<file path="src/rtl/pll_lock_sequencer.sv">
// Fabric PLL power-up/recovery sequencer: drives PLL reset, qualifies lock,
// and releases downstream domain resets in staged order.
//
//  state         | meaning
//  RESET     (0) | pll_reset held high for RST_CYCLES, all domains in reset
//  WAIT_LOCK (1) | PLL running, waiting up to LOCK_TIMEOUT for synced lock
//  STABLE    (2) | lock seen, must stay high LOCK_STABLE consecutive cycles
//  RELEASE   (3) | dom_rst bits released low-to-high, STAGE_GAP apart
//  RUN       (4) | all domains released, ready=1
//  FAULT     (5) | retries exhausted, held until restart or reset
module pll_lock_sequencer #(
  parameter int RST_CYCLES   = 64,
  parameter int LOCK_TIMEOUT = 500000,
  parameter int LOCK_STABLE  = 1024,
  parameter int STAGE_GAP    = 256,
  parameter int NUM_STAGES   = 2,
  parameter int MAX_RETRY    = 3,
  parameter int CNT_W        = 20
) (
  input  logic                  clkin,
  input  logic                  reset,
  input  logic                  restart,
  input  logic                  pll_lock,
  output logic                  pll_reset,
  output logic [NUM_STAGES-1:0] dom_rst,
  output logic                  ready,
  output logic                  fault,
  output logic [2:0]            retry_cnt,
  output logic [7:0]            lost_cnt,
  output logic [2:0]            state
);

  typedef enum logic [2:0] {
    S_RESET     = 3'd0,
    S_WAIT_LOCK = 3'd1,
    S_STABLE    = 3'd2,
    S_RELEASE   = 3'd3,
    S_RUN       = 3'd4,
    S_FAULT     = 3'd5
  } state_t;

  localparam logic [CNT_W-1:0]      RST_LAST     = CNT_W'(RST_CYCLES - 1);
  localparam logic [CNT_W-1:0]      TIMEOUT_LAST = CNT_W'(LOCK_TIMEOUT - 1);
  localparam logic [CNT_W-1:0]      STABLE_LAST  = CNT_W'(LOCK_STABLE - 1);
  localparam logic [CNT_W-1:0]      GAP_LAST     = CNT_W'(STAGE_GAP - 1);
  localparam logic [2:0]            RETRY_MAX    = 3'(MAX_RETRY);
  localparam logic [NUM_STAGES-1:0] ALL_RST      = '1;

  state_t                  st;
  logic [CNT_W-1:0]        timer;
  logic                    lock_meta;
  logic                    lock_s;
  logic [NUM_STAGES-1:0]   dom_shift;

  // Shifting left releases bit 0 first, then bit 1, ... so order is structural.
  assign dom_shift = dom_rst << 1;
  assign state     = st;

  always_ff @(posedge clkin or posedge reset) begin
    if (reset) begin
      st        <= S_RESET;
      timer     <= '0;
      lock_meta <= 1'b0;
      lock_s    <= 1'b0;
      pll_reset <= 1'b1;
      dom_rst   <= ALL_RST;
      ready     <= 1'b0;
      fault     <= 1'b0;
      retry_cnt <= '0;
      lost_cnt  <= '0;
    end else begin
      lock_meta <= pll_lock;
      lock_s    <= lock_meta;
      if (restart) begin
        st        <= S_RESET;
        timer     <= '0;
        retry_cnt <= '0;
        fault     <= 1'b0;
        pll_reset <= 1'b1;
        dom_rst   <= ALL_RST;
        ready     <= 1'b0;
      end else if ((st == S_RELEASE || st == S_RUN) && !lock_s) begin
        st        <= S_RESET;
        timer     <= '0;
        retry_cnt <= '0;
        pll_reset <= 1'b1;
        dom_rst   <= ALL_RST;
        ready     <= 1'b0;
        if (lost_cnt != 8'hFF) lost_cnt <= lost_cnt + 8'd1;
      end else begin
        case (st)
          S_RESET: begin
            if (timer == RST_LAST) begin
              st        <= S_WAIT_LOCK;
              timer     <= '0;
              pll_reset <= 1'b0;
            end else begin
              timer <= timer + 1'b1;
            end
          end
          S_WAIT_LOCK: begin
            // Timeout outranks a lock rise arriving on the same cycle.
            if (timer == TIMEOUT_LAST) begin
              timer     <= '0;
              pll_reset <= 1'b1;
              if (retry_cnt == RETRY_MAX) begin
                st    <= S_FAULT;
                fault <= 1'b1;
              end else begin
                st        <= S_RESET;
                retry_cnt <= retry_cnt + 3'd1;
              end
            end else if (lock_s) begin
              st    <= S_STABLE;
              timer <= '0;
            end else begin
              timer <= timer + 1'b1;
            end
          end
          S_STABLE: begin
            if (!lock_s) begin
              st    <= S_WAIT_LOCK;
              timer <= '0;
            end else if (timer == STABLE_LAST) begin
              st      <= S_RELEASE;
              timer   <= '0;
              dom_rst <= dom_shift;
              ready   <= (dom_shift == '0);
            end else begin
              timer <= timer + 1'b1;
            end
          end
          S_RELEASE: begin
            if (dom_rst == '0) begin
              st <= S_RUN;
            end else if (timer == GAP_LAST) begin
              timer   <= '0;
              dom_rst <= dom_shift;
              if (dom_shift == '0) begin
                ready <= 1'b1;
                st    <= S_RUN;
              end
            end else begin
              timer <= timer + 1'b1;
            end
          end
          S_RUN: begin
          end
          S_FAULT: begin
            pll_reset <= 1'b1;
            dom_rst   <= ALL_RST;
            fault     <= 1'b1;
            ready     <= 1'b0;
          end
          default: begin
            st        <= S_RESET;
            timer     <= '0;
            pll_reset <= 1'b1;
            dom_rst   <= ALL_RST;
            ready     <= 1'b0;
          end
        endcase
      end
    end
  end

endmodule
</file>
<file path="config.mk">
export PLATFORM = sky130hd
export DESIGN_NAME = pll_lock_sequencer
export DESIGN_NICKNAME = d
export VERILOG_FILES = /design/src/rtl/pll_lock_sequencer.sv
export SDC_FILE = /design/constraint.sdc
export NUM_CORES = 1
export LEC_CHECK = 0
export BUFFER_PORTS_ARGS = -buffer_cell sky130_fd_sc_hd__buf_2
export CAP_MARGIN = 15
export CORE_UTILIZATION = 41
export DETAILED_ROUTE_END_ITERATION = 10
export PLACE_DENSITY_LB_ADDON = 0.12
export SYNTH_ARGS = -nofsm -noshare
export SYNTH_HDL_FRONTEND = slang
export SYNTH_SLANG_ARGS = --single-unit
</file>
<file path="constraint.sdc">
create_clock -name clkin -period 2.7 [get_ports clkin]
set_clock_uncertainty 0.15 [all_clocks]
set_input_delay 0.54 -clock clkin [delete_from_list [all_inputs] [get_ports clkin]]
set_output_delay 0.54 -clock clkin [all_outputs]
set_load 0.005 [all_outputs]
</file>
# Yosys cells after proc, flatten, opt, wreduce, memory -nomap -nowiden

Index checks and enable logic that the tools add are counted.

Flip-flop bits (word level): 41
Word-level logic and storage cells: 115
Input port bits: 4
Output and inout port bits: 19

Bitwise gates (word level): 1
Muxes and demuxes: 52
Equal/unequal tests: 29
Reductions and logical operators: 20
Add/sub/neg operators: 3

Operators with widths:

| operator                | number |
|---|---|
| $mux W20                | 9 |
| $pmux W20 S5            | 1 |
| $mux W3                 | 16 |
| $add A20 B1 Y20 const B | 1 |
| $eq A20 B10 Y1 const B  | 1 |
| $eq A20 B19 Y1 const B  | 1 |
| $eq A20 B6 Y1 const B   | 1 |
| $eq A20 B8 Y1 const B   | 1 |
| $ne A4 B4 Y1 const B    | 5 |
| $mux W1                 | 15 |
| $pmux W3 S5             | 1 |
| $mux W2                 | 6 |
| $reduce_and A6 Y1       | 2 |
| $ne A5 B2 Y1 const B    | 2 |
| $ne A5 B5 Y1 const B    | 2 |
| $eq A3 B2 Y1 const B    | 3 |
| $ne A3 B1 Y1 const B    | 3 |
| $ne A3 B3 Y1 const B    | 3 |
| $reduce_and A3 Y1       | 3 |
| $reduce_bool A3 Y1      | 3 |
| $add A8 B1 Y8 const B   | 1 |
| $ne A4 B2 Y1 const B    | 2 |
| $ne A8 B8 Y1 const B    | 1 |
| $eq A3 B3 Y1 const B    | 2 |
| other kinds (17)        | 20 |

# Logic depth before layout (Yosys ltp)

Depth after elaboration: 7
Depth in mapped cells: 9
Gate-level depth less buffers: 7

# Worst setup path after synthesis

No wires, ideal clock.

Path kind: register -> register
From: register timer[11]
To: register timer[19]
Required time: 2.420 ns
Path buffers: 2
Period minus slack after synthesis: 2.603 ns
Library setup time: 0.130 ns
Arrival: 2.323 ns
Slack: 0.097 ns
Stages on the path, launching flop included: 9
Cell sequence: dfrtp_1 > or4_4 > or3_4 > o311ai_4 > a41oi_2 > buf_4 > buf_6 > a22oi_1 > o31ai_1

Longest elaborated chain between the ends: 6
Elaborated cells between the ends (all ways): 15
Those cells by class: add/sub: 1; eq/ne: 4; mux: 10

Ends and longest elaborated chain:

| item                                          | RTL line      | RTL |
|---|---|---|
| start, declared                               | 50            | `logic [CNT_W-1:0] timer;` |
| start signal, assigned                        | 98            | `timer <= timer + 1'b1;` |
| start signal, assigned                        | 117           | `timer <= timer + 1'b1;` |
| start signal, assigned                        | 130           | `timer <= timer + 1'b1;` |
| $add A20 B1 Y20, or another cell as far along | -             |  |
| $mux W20, on equally long branches            | 136, 113, 124 |  |
| $mux W20, on equally long branches            | 134, 103, 121 |  |
| $pmux W20 S5 *                                | 91            | `case (st)` |
| $mux W20 *                                    | 82            | `end else if ((st == S_RELEASE \|\| st == S_RUN) && !lock_s) begin` |
| $mux W20 *                                    | 74            | `if (restart) begin` |

Mark *: on every way between the ends. The rest lies on a longest branch, timed or not. The select of a mux whose other input is x is not followed.
A chain may end at the register's enable or synchronous reset.

# Worst setup path after layout

From: register timer[11]
To: register timer[11]

Same word-level chain as after synthesis.

==> flow_summary.toml <==
[detailed_routing]
dr.pass1.iters = 4
drc = 0
drt_iter0_drc = 129
via_per_inst = 5.66
vias = 2150
drtAntennaViolNets = 0
wl_um = 5760
wl_per_cell_um = 15.2

[sta]
setup_viol = 0
whs_ns = 0.121
period_share_pct = 99.6
finalCriticalPeriod_ns = 2.69
final_hold_viol_count = 0
rsz0062_at_grt = "yes"
relSlewSlack_pct = 44.7
worstMarginPinSlew_ns = 0.825
fmax_mhz = 372
report.final.slew_viol_count = 0
finalSetupTns_ns = 0

[placement]
placedCellCount = 368
io_buffers = 22
gp_congestion = 0.841
place_hpwl_um = 4170

[floorplanning]
die_y_um = 79.4
start_util_pct = 43.5
ioPinCount = 23
die_x_um = 79.4
die-area_um2 = 6300
core_um2 = 5640
num_rows = 27

[finish]
n_fill_cell = 523
final_util_pct = 52.1
final_common_cell = "dfrtp_1"
antennaDiodeCount = 0
nNetsFinal = 315
syn_to_final_growth_pct = 19.7
final_cell_mix = "38 x dfrtp_1, 23 x buf_2, 23 x buf_4"
finalNonFillerCells = 380
drive_gt1_share_pct = 25.6

[power_and_ir_drop]
totalPowerFinal_mw = 1.87
internal_power_mw = 1.19
ir_drop_v = 0.000357
power_density_nw_per_um2 = 635
switching_power_mw = 0.675
pwr-share-comb_pct = 34.7
leakage_nw = 1.38
pwr-share-seq_pct = 41.1
switching_share_pct = 36.2
clock_power_share_pct = 24.2

[clocking]
cts_hold_buf = 0
root_buffer = "clkbuf_8"
clk_path_buf_depth = 2
tritoncts = "built"
numCtsBuffers = 5
clock_latency_ns = 0.31
clkTransAtPathRegs_ns = 0.10
htree_levels = 2
cts.sinks = 41

[setup_path]
cp.required_ns = 2.75
crit_fanout = 6
worstPathArrival_ns = 2.74
critPathCaptureType = "flip-flop"
critPathKind = "reg2reg"
worstSetupStartpointType = "flip-flop"

[grt]
grt_overflow = 0
grt_pass1_wl_um = 9690
grt_usage_pct = 19.8
grt_pass1_vias = 2047
antenna_found_initial = 0
grt_max_degree = 24

[synth]
synth_flop_cell = "dfrtp_1"
synth_seq_area_share_pct = 41.9
ys_seq_elements = 41
syn_area_um2 = 2460
synth_nets = 272
synth_area_per_cell_um2 = 9.30
synth_cell_types = 53
synth_warnings = 0
synth-edff-count = 0
synth_cells = 264
synthArstFlopShare_pct = 100

[run]
max_cap_viol_count = 0

[status]
status = "complete, no violations"

[hold_path]
holdCritPathClass = "in2async"
state kept, by name (all words and copies together) (netlist names):
register,count
dom_rst,2
fault,1
lock_meta,1
lock_s,1
lost_cnt,8
pll_reset,1
ready,1
retry_cnt,3
state,3
timer,20
power groups by stage:
| stage | Sequential, mW | Combinational (mW) | Clock, mW |
|---|---|---|---|
| finish | 0.767 | 0.647 | 0.452 |
| global route | 0.780 | 0.712 | 0.493 |
| CTS | 0.767 | 0.585 | 0.465 |
| detailed placement | 0.779 | 0.579 | 0 |
| global placement | 0.777 | 0.575 | 0 |
| floorplan | 0.749 | 0.432 | 0 |
area by class of cell:
type	count	area (µm²)	share of cell area [%]
clock buffers	5	68.8	2.34
clock inverters	3	28.8	0.979
repair buffers	48	310	10.6
inverters	14	52.6	1.79
flip-flops and latches	41	1030	35.0
well taps	72	90.1	3.07
multi-input cells	197	1360	46.2
cell usage after synthesis (all sizes together) (4+ instances only):
library cell   n  share of area [%]
dfrtp         38                 39
and2           6                1.5
a22o          10                3.6
o21ai          4               0.82
clkbuf         9                1.4
nand2         21                3.2
xnor2          7                2.5
a21o          12                3.7
ha             4                2.0
nand3b         4                1.2
a21oi          9                1.8
a31oi          5                1.3
nand2b         4                1.0
o22ai          4                1.0
mux2i          4                1.6
nor3           8                1.8
nor2          20                3.1
o31ai          7                2.3
and3           6                1.5
or2            4                1.0
mux2           5                2.3
nand4          8                2.0
or3            4                1.2
inv           14                2.1
nand3         16                3.3
per-stage QoR:
step | cell area [µm²] | worst slack (ns)
3_5_place_dp | 2770 | -0.0127
6_report | 2940 | 0.00945
4_1_cts | 2880 | -0.00525
5_1_grt | 2940 | -0.0466
3_3_place_gp | 2770 | 0.0266
2_1_floorplan | 2460 | 0.0972
worst paths after layout:
check	slack [ns]	from	cells after the start	end
setup / recovery	0.009	timer[11]	7	timer[11]
hold / removal	0.12	reset	2	lock_meta
setup reg to reg	0.009	timer[11]	7	timer[11]
hold reg to reg	0.22	lock_meta	0	lock_s
max in group asynchronous	1.60	reset	3	pll_reset
min in group clkin	0.18	pll_lock	1	lock_meta
logic make-up after synthesis:
family | count (synthesis) | synth area share, %
AO/OA/AOI/OAI | 65 | 20.3
XOR/XNOR | 8 | 2.85
adder cells (fa/ha/maj) | 4 | 2.04
buffers and inverters | 26 | 4.43
flip-flops | 41 | 41.9
multiplexers | 9 | 3.92
AND/OR/NAND/NOR | 111 | 24.6
metal layers:
layer  global-route usage [%]  wire length [µm]  up-vias  share of wire (%)
li1                         -                 -     1052                  -
met5                        0                 0        -                  0
met3                     3.09               298        7                5.2
met1                     27.8              2760     1033                 48
met4                     6.73                66        0                1.1
met2                     31.0              2640       58                 46
critical path, cell delays in order (launching register included):
cell	delay, ns
dfrtp_1	0.39
or4_4	0.56
or3_4	0.38
o311ai_4	0.35
a41oi_4	0.21
buf_6	0.18
a21o_1	0.15
a22o_1	0.21
what timing repair did:
| item | CTS | global route |
|---|---|---|
| setup buffers | 0 | 3 |
| gates cloned | 0 | 1 |
| gates resized for setup | 3 | 8 |
| endpoints found under the setup margin | 3 | 14 |
| pin swaps | 3 | 4 |
Power figures use the tool's default switching activity.
